File: src/rtl/dtl_arbiter_2to1.sv
// Two-initiator, one-target DTL arbiter.
// Round-robin arbitration at command level. The grant is held until the
// transaction's last read or write beat completes, so bursts from the two
// masters never interleave. All handshakes pass through combinationally.
module dtl_arbiter_2to1 #(
   parameter int INTERFACE_WIDTH       = 32,
   parameter int INTERFACE_ADDR_WIDTH  = 32,
   parameter int INTERFACE_BLOCK_WIDTH = 5,
   parameter int INTERFACE_NUM_ENABLES = INTERFACE_WIDTH / 8
) (
   input  logic                             iClk,
   input  logic                             iReset,
   // master 0
   input  logic                             iM0_CommandValid,
   input  logic [INTERFACE_ADDR_WIDTH-1:0]  iM0_Address,
   input  logic                             iM0_CommandReadWrite,
   input  logic [INTERFACE_BLOCK_WIDTH-1:0] iM0_BlockSize,
   output logic                             oM0_CommandAccept,
   output logic                             oM0_ReadValid,
   output logic                             oM0_ReadLast,
   output logic [INTERFACE_WIDTH-1:0]       oM0_ReadData,
   input  logic                             iM0_ReadAccept,
   input  logic                             iM0_WriteValid,
   input  logic                             iM0_WriteLast,
   input  logic [INTERFACE_NUM_ENABLES-1:0] iM0_WriteEnable,
   input  logic [INTERFACE_WIDTH-1:0]       iM0_WriteData,
   output logic                             oM0_WriteAccept,
   // master 1
   input  logic                             iM1_CommandValid,
   input  logic [INTERFACE_ADDR_WIDTH-1:0]  iM1_Address,
   input  logic                             iM1_CommandReadWrite,
   input  logic [INTERFACE_BLOCK_WIDTH-1:0] iM1_BlockSize,
   output logic                             oM1_CommandAccept,
   output logic                             oM1_ReadValid,
   output logic                             oM1_ReadLast,
   output logic [INTERFACE_WIDTH-1:0]       oM1_ReadData,
   input  logic                             iM1_ReadAccept,
   input  logic                             iM1_WriteValid,
   input  logic                             iM1_WriteLast,
   input  logic [INTERFACE_NUM_ENABLES-1:0] iM1_WriteEnable,
   input  logic [INTERFACE_WIDTH-1:0]       iM1_WriteData,
   output logic                             oM1_WriteAccept,
   // slave
   output logic                             oS_CommandValid,
   output logic [INTERFACE_ADDR_WIDTH-1:0]  oS_Address,
   output logic                             oS_CommandReadWrite,
   output logic [INTERFACE_BLOCK_WIDTH-1:0] oS_BlockSize,
   input  logic                             iS_CommandAccept,
   input  logic                             iS_ReadValid,
   input  logic                             iS_ReadLast,
   input  logic [INTERFACE_WIDTH-1:0]       iS_ReadData,
   output logic                             oS_ReadAccept,
   output logic                             oS_WriteValid,
   output logic                             oS_WriteLast,
   output logic [INTERFACE_NUM_ENABLES-1:0] oS_WriteEnable,
   output logic [INTERFACE_WIDTH-1:0]       oS_WriteData,
   input  logic                             iS_WriteAccept,
   // status
   output logic                             oGrant,
   output logic                             oBusy
);

   typedef enum logic [1:0] {
      IDLE  = 2'd0,
      CMD   = 2'd1,
      READ  = 2'd2,
      WRITE = 2'd3
   } state_t;

   state_t state;
   logic   grant;        // master currently owning the slave
   logic   last_served;  // master that completed the most recent transaction

   // Signals of the granted master, selected by the grant register.
   logic                             g_cmd_valid;
   logic [INTERFACE_ADDR_WIDTH-1:0]  g_address;
   logic                             g_read_write;
   logic [INTERFACE_BLOCK_WIDTH-1:0] g_block_size;
   logic                             g_read_accept;
   logic                             g_write_valid;
   logic                             g_write_last;
   logic [INTERFACE_NUM_ENABLES-1:0] g_write_enable;
   logic [INTERFACE_WIDTH-1:0]       g_write_data;

   // Winner of an IDLE arbitration round.
   logic pick;

   // Select the granted master's request, command and write channel.
   always_comb begin
      g_cmd_valid    = grant ? iM1_CommandValid     : iM0_CommandValid;
      g_address      = grant ? iM1_Address          : iM0_Address;
      g_read_write   = grant ? iM1_CommandReadWrite : iM0_CommandReadWrite;
      g_block_size   = grant ? iM1_BlockSize        : iM0_BlockSize;
      g_read_accept  = grant ? iM1_ReadAccept       : iM0_ReadAccept;
      g_write_valid  = grant ? iM1_WriteValid       : iM0_WriteValid;
      g_write_last   = grant ? iM1_WriteLast        : iM0_WriteLast;
      g_write_enable = grant ? iM1_WriteEnable      : iM0_WriteEnable;
      g_write_data   = grant ? iM1_WriteData        : iM0_WriteData;
   end

   // Round-robin choice: a lone requester wins, a tie goes to whoever was not served last.
   always_comb begin
      if (iM0_CommandValid && iM1_CommandValid) begin
         pick = ~last_served;
      end else begin
         pick = iM1_CommandValid;
      end
   end

   // Transaction sequencer: arbitrate, forward the command, then hold until the last beat.
   always_ff @(posedge iClk) begin
      // NOTE: all state registers use non-blocking assignments so every
      // register samples the pre-edge values, independent of statement order.
      if (iReset) begin
         state       <= IDLE;
         grant       <= 1'b0;
         last_served <= 1'b1;
      end else begin
         case (state)
            IDLE: begin
               if (iM0_CommandValid || iM1_CommandValid) begin
                  grant <= pick;
                  state <= CMD;
               end
            end
            CMD: begin
               if (!g_cmd_valid) begin
                  // Command withdrawn before acceptance: abandon without
                  // counting it as served.
                  state <= IDLE;
               end else if (iS_CommandAccept) begin
                  state <= g_read_write ? READ : WRITE;
               end
            end
            READ: begin
               if (iS_ReadValid && g_read_accept && iS_ReadLast) begin
                  state       <= IDLE;
                  last_served <= grant;
               end
            end
            WRITE: begin
               if (g_write_valid && iS_WriteAccept && g_write_last) begin
                  state       <= IDLE;
                  last_served <= grant;
               end
            end
            default: state <= IDLE;
         endcase
      end
   end

   // Route handshakes and data for the current phase; everything else is held at zero.
   always_comb begin
      // NOTE: every output gets a default before the case statement so that
      // no path leaves a signal unassigned, which would infer a latch.
      oM0_CommandAccept   = 1'b0;
      oM1_CommandAccept   = 1'b0;
      oM0_ReadValid       = 1'b0;
      oM1_ReadValid       = 1'b0;
      oM0_ReadLast        = 1'b0;
      oM1_ReadLast        = 1'b0;
      oM0_ReadData        = '0;
      oM1_ReadData        = '0;
      oM0_WriteAccept     = 1'b0;
      oM1_WriteAccept     = 1'b0;
      oS_CommandValid     = 1'b0;
      oS_Address          = '0;
      oS_CommandReadWrite = 1'b0;
      oS_BlockSize        = '0;
      oS_ReadAccept       = 1'b0;
      oS_WriteValid       = 1'b0;
      oS_WriteLast        = 1'b0;
      oS_WriteEnable      = '0;
      oS_WriteData        = '0;
      case (state)
         CMD: begin
            oS_CommandValid     = g_cmd_valid;
            oS_Address          = g_address;
            oS_CommandReadWrite = g_read_write;
            oS_BlockSize        = g_block_size;
            if (grant) oM1_CommandAccept = iS_CommandAccept;
            else       oM0_CommandAccept = iS_CommandAccept;
         end
         READ: begin
            oS_ReadAccept = g_read_accept;
            if (grant) begin
               oM1_ReadValid = iS_ReadValid;
               oM1_ReadLast  = iS_ReadLast;
               oM1_ReadData  = iS_ReadData;
            end else begin
               oM0_ReadValid = iS_ReadValid;
               oM0_ReadLast  = iS_ReadLast;
               oM0_ReadData  = iS_ReadData;
            end
         end
         WRITE: begin
            oS_WriteValid  = g_write_valid;
            oS_WriteLast   = g_write_last;
            oS_WriteEnable = g_write_enable;
            oS_WriteData   = g_write_data;
            if (grant) oM1_WriteAccept = iS_WriteAccept;
            else       oM0_WriteAccept = iS_WriteAccept;
         end
         default: ;
      endcase
   end

   assign oGrant = grant;
   assign oBusy  = (state != IDLE);

endmodule

File: config.mk
export PLATFORM = sky130hd
export DESIGN_NAME = dtl_arbiter_2to1
export DESIGN_NICKNAME = d
export VERILOG_FILES = /design/src/rtl/dtl_arbiter_2to1.sv
export SDC_FILE = /design/constraint.sdc
export NUM_CORES = 1
export LEC_CHECK = 0
export CAP_MARGIN = 20
export CORE_AREA = 8 8 127 129
export DETAILED_ROUTE_END_ITERATION = 7
export DIE_AREA = 0 0 135 137
export GPL_TIMING_DRIVEN = 0
export PLACE_DENSITY = 0.57
export SYNTH_ARGS = -nofsm -noshare
export SYNTH_HDL_FRONTEND = slang
export SYNTH_SLANG_ARGS = --single-unit
File: constraint.sdc
create_clock -name iClk -period 2.1 [get_ports iClk]
set_input_delay 0.42 -clock iClk [delete_from_list [all_inputs] [get_ports iClk]]
set_output_delay 0.42 -clock iClk [all_outputs]
set_load 0.02 [all_outputs]
-- Word-level counts from Yosys, hierarchy flattened
Cells that the tools add are included.
- output and inout bits: 152
- bits of input ports: 194
- word-level logic and storage cells: 72
- flip-flop bits (word level): 4
- reduce and logical (&&, ||, !) cells: 12
- equality and inequality tests: 7
- muxes and demuxes: 49
- bitwise gates (word level): 1
- operators by type and width (operator ; count):
    32-bit two-way mux ; 8
    1-bit two-way mux ; 30
    2-bit two-way mux ; 5
    5-bit two-way mux ; 2
    4-bit two-way mux ; 2
    2-bit case mux with 4 select lines ; 1
    2-bit inequality test (second input constant) ; 3
    1-bit logical AND ; 5
    2-bit equality test (second input constant) ; 2
    4-bit AND reduction ; 1
    2-bit nonzero test ; 2
    3-bit inequality test (second input constant) ; 1
    3-bit AND reduction ; 1
    2-bit by 1-bit equality test with 1-bit output (second input constant) ; 1
    2-bit logical NOT ; 1
    1-bit case mux with 2 select lines ; 1
    2-bit AND reduction ; 1
    1-bit logical OR ; 1
    1-bit NOT ; 1

-- Depth between registers and ports, before layout
- depth in word-level cells: 5
- mapped depth: 5
- mapped depth without buffers: 4

-- Worst setup path before layout
No wires, ideal clock.
- path type: reg-to-output
- start point: register grant, in the netlist oGrant
- end point: output port oS_Address[0]
- data required time: 1680 ps
- arrival: 1325 ps
- path slack: 355 ps
- stages on the path, launching flop included: 6
- path buffers: 3
- cells stage by stage: dfxtp_1 -> buf_6 -> buf_4 -> buf_4 -> mux2i_1 -> nor2_1
- cells in the longest elaborated chain, start to end: 2
- RTL lines (what ; line ; text):
    start: declaration ; 71 ; logic grant;
    start signal: assignment ; 122 ; grant <= pick;
    32-bit two-way mux ; 91 ; g_address = grant ? iM1_Address : iM0_Address;
    32-bit two-way mux ; 175 ; case (state)
    end: declaration ; 45 ; output logic [INTERFACE_ADDR_WIDTH-1:0] oS_Address,
No other way between the ends.

-- Worst setup path after layout
- start point: register grant, in the netlist oGrant
- end point: output port oS_ReadAccept
- cells in the longest elaborated chain, start to end: 2
- RTL lines (what ; line ; text):
    1-bit two-way mux ; 94 ; g_read_accept = grant ? iM1_ReadAccept : iM0_ReadAccept;
    1-bit two-way mux ; 175 ;
    end: declaration ; 52 ; output logic oS_ReadAccept,
No other way between the ends.

==> impl_metrics.json <==
{
  "status": "complete, no violations",
  "clkSlewWorstSetupHoldPaths_ns": 0.03,
  "powerDensity_mw_per_mm2": 259,
  "antenna_found_initial": 0,
  "die_x_um": 135,
  "r2r_end": "last_served$_SDFFE_PP1P_",
  "placedCellCount": 822,
  "first_pass_iters": 4,
  "yosysUniqueCellTypes": 28,
  "dpl.hpwl_um": 13700,
  "syn_to_final_growth_pct": 183,
  "fin_cells": 830,
  "clock-sinks": 4,
  "htree_levels": 1,
  "pin_count": 346,
  "wl_per_cell_um": 18.3,
  "design.core.area_mm2": 0.0142,
  "finalHoldViolations": 0,
  "path_class": "reg -> out",
  "cts_root_buf": "clkbuf_16",
  "gp_congestion": 0.874,
  "hp-class": "reg -> reg",
  "ys_seq_elements": 4,
  "hold_buffers": 0,
  "overflow": 0,
  "grt_pass1_wl_um": 20900,
  "critPathMaxStageDelay_ns": 0.37,
  "synth_mux_area_frac": 0.400,
  "fmax_ghz": 0.491,
  "drtIter0Drc": 52,
  "synth-seq-area-share": 0.0404,
  "via_per_inst": 4.09,
  "diodes": 0,
  "clockBufferDepth": 2,
  "postSynthCellCount": 293,
  "drv_slew": 0,
  "syn-cell-area_mm2": 0.00198,
  "synth_xor_area_frac": 0,
  "r2r_slack_ns": 0.53,
  "grt_usage": 0.144,
  "cp_slowest_cell": "dlygate4sd2_1",
  "setup_slack_ns": 0.0631,
  "drc_errors": 0,
  "end_kind": "output pin",
  "ant_nets": 0,
  "numPortBuffers": 345,
  "final_nets": 842,
  "start_util": 0.140,
  "setup_violations": 0,
  "cts_tree": "built",
  "cp.arrival_ns": 1.62,
  "wirelength_um": 15200,
  "drive_above_1_share": 0.240,
  "fin_crit_sh": 0.970,
  "synth-simple-area-share": 0.442,
  "power_leakage_uw": 0.00245,
  "crit_path_start_kind": "flip-flop",
  "worst_pin_slew_ns": 0.279,
  "design_area_mm2": 0.00562,
  "r2r-start": "oGrant$_SDFFE_PP0P_",
  "rows": 44,
  "crit_path_start": "oGrant$_SDFFE_PP0P_",
  "die_h_um": 137,
  "vdd_drop_max_mv": 0.224,
  "crit_chain": "buf_6, buf_4, buf_12, mux2i_4, nor2_2, dlygate4sd2_1",
  "crit_path_end": "oS_ReadAccept",
  "synth_top_family_by_area": "simple AND/OR/NAND/NOR gates",
  "grt_pass1_vias": 3615,
  "avgSynthCellArea_um2": 6.77,
  "yosysWarningCount": 0,
  "cap_violations": 0,
  "hold_slack_ns": 0.528,
  "cp.required_ns": 1.68,
  "cp_max_fo": 4,
  "synth-compound-area-share": 0.0328,
  "period_minus_slack_ns": 2.04,
  "synthAdderAreaFrac": 0,
  "grt_start_max_net_pins": 11,
  "syn-num-nets": 487,
  "cts_buffers": 3,
  "slew_headroom": 0.815,
  "fin_skew_ns": 0.00123,
  "die-area_mm2": 0.0185,
  "pre_cts_ws_ns": -0.265,
  "vias": 3391,
  "reg2reg_depth": 7,
  "finish.utilization": 0.396,
  "dpl_cell_area_mm2": 0.00567,
  "insertion_delay_ns": 0.23
}
-- logic make-up (layout without fill, tap and decap cells) --
group	count (synthesis)	count (layout)
compound gates	9	9
buf+inv	28	381
flops	4	4
mux	78	78
simple gates	174	174
-- worst max-delay path, delay by kind of cell, from the launching register on --
family,cells,cell delay [ns]
buffers and inverters,4,0.78
flip-flops,1,0.30
multiplexers,1,0.18
AND/OR/NAND/NOR,1,0.13
-- sequential cells by signal, summed over array words and instances, names as in the netlist --
signal       count
last_served      1
state            2
oGrant           1
-- placed cells by master (no fill, tap or decap), drive strengths merged, types with 3 or more instances in the layout --
master / synthesis / final
a21oi: 3 / 3
and2: 69 / 69
buf: 16 / 60
clkbuf: 10 / 43
clkdlybuf4s15: 0 / 51
clkdlybuf4s50: 0 / 195
dfxtp: 4 / 4
dlygate4sd2: 0 / 30
mux2i: 78 / 78
nand2: 7 / 7
nor2: 89 / 89
-- cells in the mapped netlist (all sizes together) --
library cell / count / area (um2)
clkbuf: 10 / 46.3
a21oi: 3 / 15.0
mux2i: 78 / 793
nand4: 1 / 6.26
and2: 69 / 432
nand3b: 1 / 7.51
nor2: 89 / 352
and3: 2 / 12.5
nand3: 1 / 5.00
nand2b: 2 / 20.0
dfxtp: 4 / 80.1
o21ba: 1 / 10.0
inv: 2 / 7.51
a31oi: 1 / 6.26
buf: 16 / 115
a221oi: 1 / 8.76
nand2: 7 / 26.3
o31ai: 1 / 7.51
nand4b: 1 / 8.76
a32oi: 2 / 17.5
nor2b: 1 / 6.26
-- metrics by stage --
step / TNS, ns / power (uW)
floorplan: 0 / 528
global placement: -16.34 / 1190
detailed placement: -17.44 / 1190
CTS: -0.136 / 1470
global route: -0.00376 / 1540
finish: 0 / 1450
-- per-layer routing --
layer | share of wire | wire length, um | up-vias | track usage
met2 | 0.54 | 8220 | 204 | 0.291
met3 | 0.10 | 1570 | 4 | 0.0466
met5 | 0 | 0 | - | 0
met1 | 0.35 | 5380 | 1511 | 0.141
li1 | - | - | 1672 | -
met4 | 0.0038 | 58 | 0 | 0.0185
-- where the power goes --
group | internal (uW) | total (uW) | switching [uW]
registers | 81.6 | 83.3 | 1.64
clock network | 243 | 297 | 53.8
logic | 610 | 1070 | 464
-- worst min path at each step --
stage / startpoint / end / depth (start not counted)
after floorplan: last_served$_SDFFE_PP1P_ / last_served$_SDFFE_PP1P_ / 2
after global placement: last_served$_SDFFE_PP1P_ / last_served$_SDFFE_PP1P_ / 2
final: last_served$_SDFFE_PP1P_ / last_served$_SDFFE_PP1P_ / 2
after global routing: last_served$_SDFFE_PP1P_ / last_served$_SDFFE_PP1P_ / 2
after detailed placement: last_served$_SDFFE_PP1P_ / last_served$_SDFFE_PP1P_ / 2
after CTS: last_served$_SDFFE_PP1P_ / last_served$_SDFFE_PP1P_ / 2
-- cell type report --
cell class                      instances  area, um2
Multi-Input combinational cell        261       1750
Sequential cell                         4       80.1
Inverter                                2       11.3
Timing Repair Buffer                  350       3170
Fill cell                            1512       8590
Clock buffer                            3       75.1
Buffer                                 26        299
Tap cell                              184        230
-- timing repair --
action,CTS,global route
pin swaps,0,2
endpoints found under the hold margin,0,0
endpoints found under the setup margin,150,131
setup buffers,0,5
gates resized for setup,362,109
(Power assumes the default switching activity.)
